--- src/rtl/dmem_arbiter.sv ---
// Round-robin arbiter giving the CPU (m0) and the loader/debug port (m1) one-cycle grants on data_memory.
// Define ARB_STATS_EN to add per-requester saturating grant counters with a clear input.
module dmem_arbiter #(
    parameter int ADDR_WIDTH = 32,
    parameter int DATA_WIDTH = 32
`ifdef ARB_STATS_EN
    ,
    parameter int CNT_WIDTH  = 16
`endif
) (
    input  logic                    clk,
    input  logic                    rst,
    input  logic                    m0_req,
    input  logic [ADDR_WIDTH-1:0]   m0_addr,
    input  logic [DATA_WIDTH-1:0]   m0_wdata,
    input  logic [DATA_WIDTH/8-1:0] m0_wren,
    output logic                    m0_ack,
    output logic [DATA_WIDTH-1:0]   m0_rdata,
    output logic                    cpu_stall,
    input  logic                    m1_req,
    input  logic [ADDR_WIDTH-1:0]   m1_addr,
    input  logic [DATA_WIDTH-1:0]   m1_wdata,
    input  logic [DATA_WIDTH/8-1:0] m1_wren,
    output logic                    m1_ack,
    output logic [DATA_WIDTH-1:0]   m1_rdata,
    output logic [ADDR_WIDTH-1:0]   mem_addr,
    output logic [DATA_WIDTH-1:0]   mem_wdata,
    output logic [DATA_WIDTH/8-1:0] mem_wren,
    input  logic [DATA_WIDTH-1:0]   mem_rdata
`ifdef ARB_STATS_EN
    ,
    input  logic                    stats_clr,
    output logic [CNT_WIDTH-1:0]    m0_count,
    output logic [CNT_WIDTH-1:0]    m1_count
`endif
);

    typedef enum logic [1:0] {
        IDLE = 2'd0,
        GNT0 = 2'd1,
        GNT1 = 2'd2
    } state_t;

    state_t state_q, state_d;
    logic   last_grant_q, last_grant_d;
    logic   grant0, grant1;

    always_ff @(posedge clk) begin
        if (rst) begin
            state_q      <= IDLE;
            last_grant_q <= 1'b1;
        end else begin
            state_q      <= state_d;
            last_grant_q <= last_grant_d;
        end
    end

    // A grant always hands over to the other requester if it is waiting, so
    // a requester holding req high can never be granted twice in a row.
    always_comb begin
        state_d      = state_q;
        last_grant_d = last_grant_q;
        case (state_q)
            IDLE: begin
                if (m0_req && m1_req) begin
                    state_d = last_grant_q ? GNT0 : GNT1;
                end else if (m0_req) begin
                    state_d = GNT0;
                end else if (m1_req) begin
                    state_d = GNT1;
                end else begin
                    state_d = IDLE;
                end
            end
            GNT0: begin
                last_grant_d = 1'b0;
                state_d      = m1_req ? GNT1 : IDLE;
            end
            GNT1: begin
                last_grant_d = 1'b1;
                state_d      = m0_req ? GNT0 : IDLE;
            end
            default: state_d = IDLE;
        endcase
    end

    // Gating with rst keeps a grant cycle that coincides with reset from writing memory.
    assign grant0 = (state_q == GNT0) && !rst;
    assign grant1 = (state_q == GNT1) && !rst;

    always_comb begin
        mem_addr  = '0;
        mem_wdata = '0;
        mem_wren  = '0;
        m0_ack    = 1'b0;
        m1_ack    = 1'b0;
        m0_rdata  = '0;
        m1_rdata  = '0;
        if (grant0) begin
            mem_addr  = m0_addr;
            mem_wdata = m0_wdata;
            mem_wren  = m0_wren;
            m0_ack    = 1'b1;
            m0_rdata  = mem_rdata;
        end else if (grant1) begin
            mem_addr  = m1_addr;
            mem_wdata = m1_wdata;
            mem_wren  = m1_wren;
            m1_ack    = 1'b1;
            m1_rdata  = mem_rdata;
        end
    end

    assign cpu_stall = m0_req & ~m0_ack;

`ifdef ARB_STATS_EN
    logic [CNT_WIDTH-1:0] m0_count_q, m0_count_d;
    logic [CNT_WIDTH-1:0] m1_count_q, m1_count_d;

    // Clear beats a same-cycle increment; counters stick at all-ones.
    always_comb begin
        m0_count_d = m0_count_q;
        m1_count_d = m1_count_q;
        if (stats_clr) begin
            m0_count_d = '0;
            m1_count_d = '0;
        end else begin
            if (m0_ack && (m0_count_q != {CNT_WIDTH{1'b1}})) begin
                m0_count_d = m0_count_q + CNT_WIDTH'(1);
            end
            if (m1_ack && (m1_count_q != {CNT_WIDTH{1'b1}})) begin
                m1_count_d = m1_count_q + CNT_WIDTH'(1);
            end
        end
    end

    always_ff @(posedge clk) begin
        if (rst) begin
            m0_count_q <= '0;
            m1_count_q <= '0;
        end else begin
            m0_count_q <= m0_count_d;
            m1_count_q <= m1_count_d;
        end
    end

    assign m0_count = m0_count_q;
    assign m1_count = m1_count_q;
`endif

endmodule

--- config.mk ---
export PLATFORM = sky130hd
export DESIGN_NAME = dmem_arbiter
export DESIGN_NICKNAME = d
export VERILOG_FILES = /design/src/rtl/dmem_arbiter.sv
export SDC_FILE = /design/constraint.sdc
export NUM_CORES = 1
export LEC_CHECK = 0
export ABC_AREA = 1
export CORE_AREA = 4 4 118 120
export CTS_BUF_LIST = sky130_fd_sc_hd__clkbuf_4 sky130_fd_sc_hd__clkbuf_8
export DETAILED_ROUTE_END_ITERATION = 12
export DIE_AREA = 0 0 122 124
export PLACE_DENSITY = 0.58
export RECOVER_POWER = 50
export SLEW_MARGIN = 10
export SYNTH_ARGS = -nofsm -noshare
export SYNTH_HDL_FRONTEND = slang
export SYNTH_SLANG_ARGS = --single-unit
--- constraint.sdc ---
create_clock -name clk -period 3.6 [get_ports clk]
set_input_delay 0.9 -clock clk [delete_from_list [all_inputs] [get_ports clk]]
set_output_delay 0.9 -clock clk [all_outputs]
set_load 0.02 [all_outputs]
# Word level (Yosys, flattened, before mapping)
# Cells that the tools add are included.
# word_totals
reg_bits	3
in_bits	172
out_inout_bits	135
wordCells	31
# op_classes
n_eq_ne	2
n_mux	19
bitwise_logic	2
reduce_logical	6
# ops
operator	n
$mux 32	7
$mux 2	4
$mux 4	2
$pmux 2 s3	1
$mux 1	4
$logic_and 1x1->1	3
$eq 2x1->1 const B	1
$eq 2x2->1 const B	1
$logic_not 2->1	1
$pmux 1 s2	1
$reduce_bool 2->1	1
$and 1x1->1	1
$logic_not 1->1	1
$not 1->1	1

# Logic depth before layout (Yosys ltp)
# depth
ltp_word	5
mapped_depth	8
depth_no_buf	6

# Worst setup path after synthesis
# No wires, ideal clock.
# synth_timing
path_type	input to output
startpoint	in rst
endpoint	out m1_rdata[10]
arrival_time_ps	1642
required_time_ps	2700
slack_ps	1058
stages	6
path_buffers	1
path_cell_list	inv_2 > nand2_1 > nor2_4 > inv_2 > buf_2 > nor2_1
# synth_between
elab_chain_len	4
word_cells_on_any_way	5
cone_classes	mux (2); reduce/logical (3)
# synth_lines
element	line_no	source
start: declaration	12	input logic rst,
$logic_not 1->1 *	88, 89	
$logic_and 1x1->1	89	assign grant1 = (state_q == GNT1) && !rst;
$mux 32	105	end else if (grant1) begin
$mux 32 *	99	if (grant0) begin
end: declaration	25	output logic [DATA_WIDTH-1:0] m1_rdata,
# Mark *: on every way between the ends. The rest lies on a longest branch, timed or not.

# Worst setup path in the final report
# layout_timing
startpoint	in rst
endpoint	out cpu_stall
# layout_between
elab_chain_len	5
# layout_lines
element	line_no	source
$logic_not 1->1	88	assign grant0 = (state_q == GNT0) && !rst;
$logic_and 1x1->1	88	
$mux 1	99	
$not 1->1	114	assign cpu_stall = m0_req & ~m0_ack;
$and 1x1->1	114	
end: declaration	19	output logic cpu_stall,
# No other way between the ends.

==> insert_results.sql <==
INSERT INTO impl_metrics (metric_group, metric, value, unit) VALUES
('placement', 'place_ws', '-0.172', 'ns'),
('global_routing', 'grt_max_degree', '49', ''),
('synth', 'synth_compound_area_frac', '0.0137', ''),
('synth', 'mean_area_per_synthesized_cell', '4.16', 'um^2'),
('timing', 'tightest_slew', '0.373', 'ns'),
('worst_setup_path', 'cp.arrival', '2.57', 'ns'),
('clock_network', 'clk_pin_slew', '0.03', 'ns'),
('timing', 'timing_max_transition_violations_final', '0', ''),
('synth', 'synthesis.yosys.warnings', '0', ''),
('clock_network', 'clk_latency', '0.22', 'ns'),
('timing', 'finalWorstSetupSlack', '0.129', 'ns'),
('run', 'maxCapViolCount', '0', ''),
('drt', 'vias_per_cell', '3.79', ''),
('synth', 'synthTopCellsByArea', 'nand2_1, nor2_1, inv_1, buf_2, dfxtp_1', ''),
('global_routing', 'antenna_violations_before_repair', '0', ''),
('synth', 'synthDistinctLibCells', '11', ''),
('drt', 'number_of_vias_after_detailed_routing', '3139', ''),
('synth', 'syn_inst', '351', ''),
('synth', 'post_synth_xor_area_fraction', '0', ''),
('timing', 'setup_violations', '0', ''),
('drt', 'detail_route.first_pass.iterations', '4', ''),
('synth', 'postSynthRegisterBits', '3', ''),
('clock_network', 'tritoncts.num_buffers', '3', ''),
('synth', 'post_synth_and_or_nand_nor_area_fraction', '0.728', ''),
('timing', 'max_freq', '0.288', 'GHz'),
('worst_setup_path', 'worst_setup_path_end_kind', 'output port', ''),
('synth', 'synth_largest_area_cell', 'nand2_1', ''),
('cells_and_area', 'antenna_cells', '0', ''),
('drt', 'length_of_routed_met2_wiring', '5260', 'um'),
('worst_setup_path', 'worst_setup_path_start_kind', 'input port', ''),
('drt', 'detail-route-antenna-nets', '0', ''),
('cells_and_area', 'area_delta_synth_final', '204', '%'),
('floorplan', 'dieHeight', '124', 'um'),
('drt', 'met3_length', '1250', 'um'),
('floorplan', 'coreArea', '0.0130', 'mm^2'),
('worst_setup_path', 'timing.critical_path.buf_inv', '4', ''),
('floorplan', 'initial_core_util', '0.112', ''),
('synth', 'seq_area_frac_synth', '0.0412', ''),
('global_routing', 'first_global_vias', '3040', ''),
('cells_and_area', 'fraction_of_final_layout_cells_sized_beyond_drive_strength_1', '0.0644', ''),
('clock_network', 'tritoncts', 'done', ''),
('placement', 'dp_hpwl', '9000', 'um'),
('floorplan', 'dieWidth', '122', 'um'),
('timing', 'post-route-period-util', '0.964', ''),
('timing', 'hold-worst-slack', '0.499', 'ns'),
('clock_network', 'clkSinkCount', '3', ''),
('cells_and_area', 'seqCellArea', '60.1', 'um^2'),
('timing', 'final-hold-violation-count', '0', ''),
('cells_and_area', 'fillers', '1490', ''),
('timing', 'max-slew-margin-rel', '0.751', ''),
('drt', 'drt-initial-drc-count', '67', ''),
('clock_network', 'clock_tree.root_cell', 'clkbuf_8', ''),
('global_routing', 'track_usage', '0.119', ''),
('synth', 'syn-cell-area', '0.00146', 'mm^2'),
('placement', 'portBuffers', '306', ''),
('clock_network', 'htree_levels', '1', ''),
('worst_setup_path', 'worst_path_dominant_cell_family', 'buffers and inverters', ''),
('worst_setup_path', 'cp_data_required_time', '2.70', 'ns'),
('worst_setup_path', 'cp_slowest_stage_delay', '0.61', 'ns'),
('drt', 'wire_per_inst', '12.9', 'um'),
('worst_setup_path', 'criticalPathCategory', 'in -> out', ''),
('floorplan', 'dieArea', '0.0151', 'mm^2'),
('drt', 'met1_length', '4070', 'um'),
('floorplan', 'top_level_ports', '307', ''),
('worst_setup_path', 'critPathMaxFanout', '25', ''),
('worst_setup_path', 'worstPathCellList', 'clkdlybuf4s50_1 -> nor2_4 -> buf_12 -> buf_12 -> nor2_1 -> clkdlybuf4s50_1', ''),
('clock_network', 'cts-root-to-sink-buffers', '2', ''),
('status', 'outcome', 'complete, no violations', ''),
('power', 'power.static_leakage', '2.67', 'nW'),
('timing', 'max_clock_skew', '0.00530', 'ns'),
('timing', 'min_period', '3.47', 'ns');
[synth_stat cells]
library cell,n
nand2_1,211
nor2_4,2
dfxtp_1,3
nor2_1,66
inv_1,37
inv_2,4
o21ai_0,1
buf_6,2
a21oi_1,3
buf_2,18
ha_1,4
[sequential cells by signal, summed over array words and instances (netlist names)]
name and cells:
last_grant_q 1, state_q 2
[layout make-up]
class | count | area share
Inverter | 41 | 0.0353
Tap cell | 176 | 0.0497
Clock buffer | 4 | 0.0110
Timing Repair Buffer | 317 | 0.635
Sequential cell | 3 | 0.0135
Multi-Input combinational cell | 287 | 0.255
[worst paths after layout]
check	cells after the start	start	endpoint	slack [ns]
min reg2reg	2	last_grant_q	last_grant_q	0.50
max	6	rst	cpu_stall	0.13
min	2	last_grant_q	last_grant_q	0.50
max reg2reg	4	state_q[0]	last_grant_q	2.51
[per-stage QoR]
stage	setup TNS, ns	cell area [um^2]	std cells	util	total power (W)
final	0	4430	828	0.342	0.000602
after global routing	0	4430	828	0.342	0.000642
after CTS	-4.20	4760	827	0.366	0.000631
after detailed placement	-10.58	4740	821	0.365	0.000537
after global placement	-7.55	4740	821	0.365	0.000532
after floorplan	0	1460	351	-	0.000205
[worst min-delay path, cell delays in order, from the launching register on]
cell and delay, ns:
dfxtp_1 0.30, inv_1 0.06, o21ai_0 0.08
[metal layers]
metal	up-vias	global-route usage
met1	1334	0.135
met3	6	0.0418
met4	0	0.0196
li1	1599	-
met2	200	0.217
met5	-	0
[cells by family after synthesis]
kind of cell / count (synthesis)
and+or+nand+nor: 279
buffers and inverters: 61
AOI/OAI and AO/OA: 4
adders and majority gates: 4
DFF: 3
[power breakdown]
group           total, W  switching, W  leakage, nW  internal, W
clock network   0.000107     0.0000238       0.0262    0.0000832
logic           0.000456      0.000204         2.62     0.000251
registers      0.0000392    0.00000226       0.0248    0.0000369
total           0.000602      0.000231         2.67     0.000371
[placed cells by master (no fill, tap or decap), drive strengths merged]
master / instances
nand2: 211
clkdlybuf4s50: 173
clkbuf: 83
nor2: 68
inv: 41
dlymetal6s2s: 28
clkdlybuf4s15: 23
buf: 10
ha: 4
dlygate4sd2: 4
a21oi: 3
dfxtp: 3
o21ai: 1
[what timing repair did]
| item | 4_1_cts | 5_1_grt |
|---|---|---|
| hold buffers | 0 | 0 |
| resized for setup | 48 | 154 |
| setup endpoints to repair | 131 | 86 |
| buffers inserted | 2 | 1 |
No activity file was read; power rests on OpenSTA's default activity.
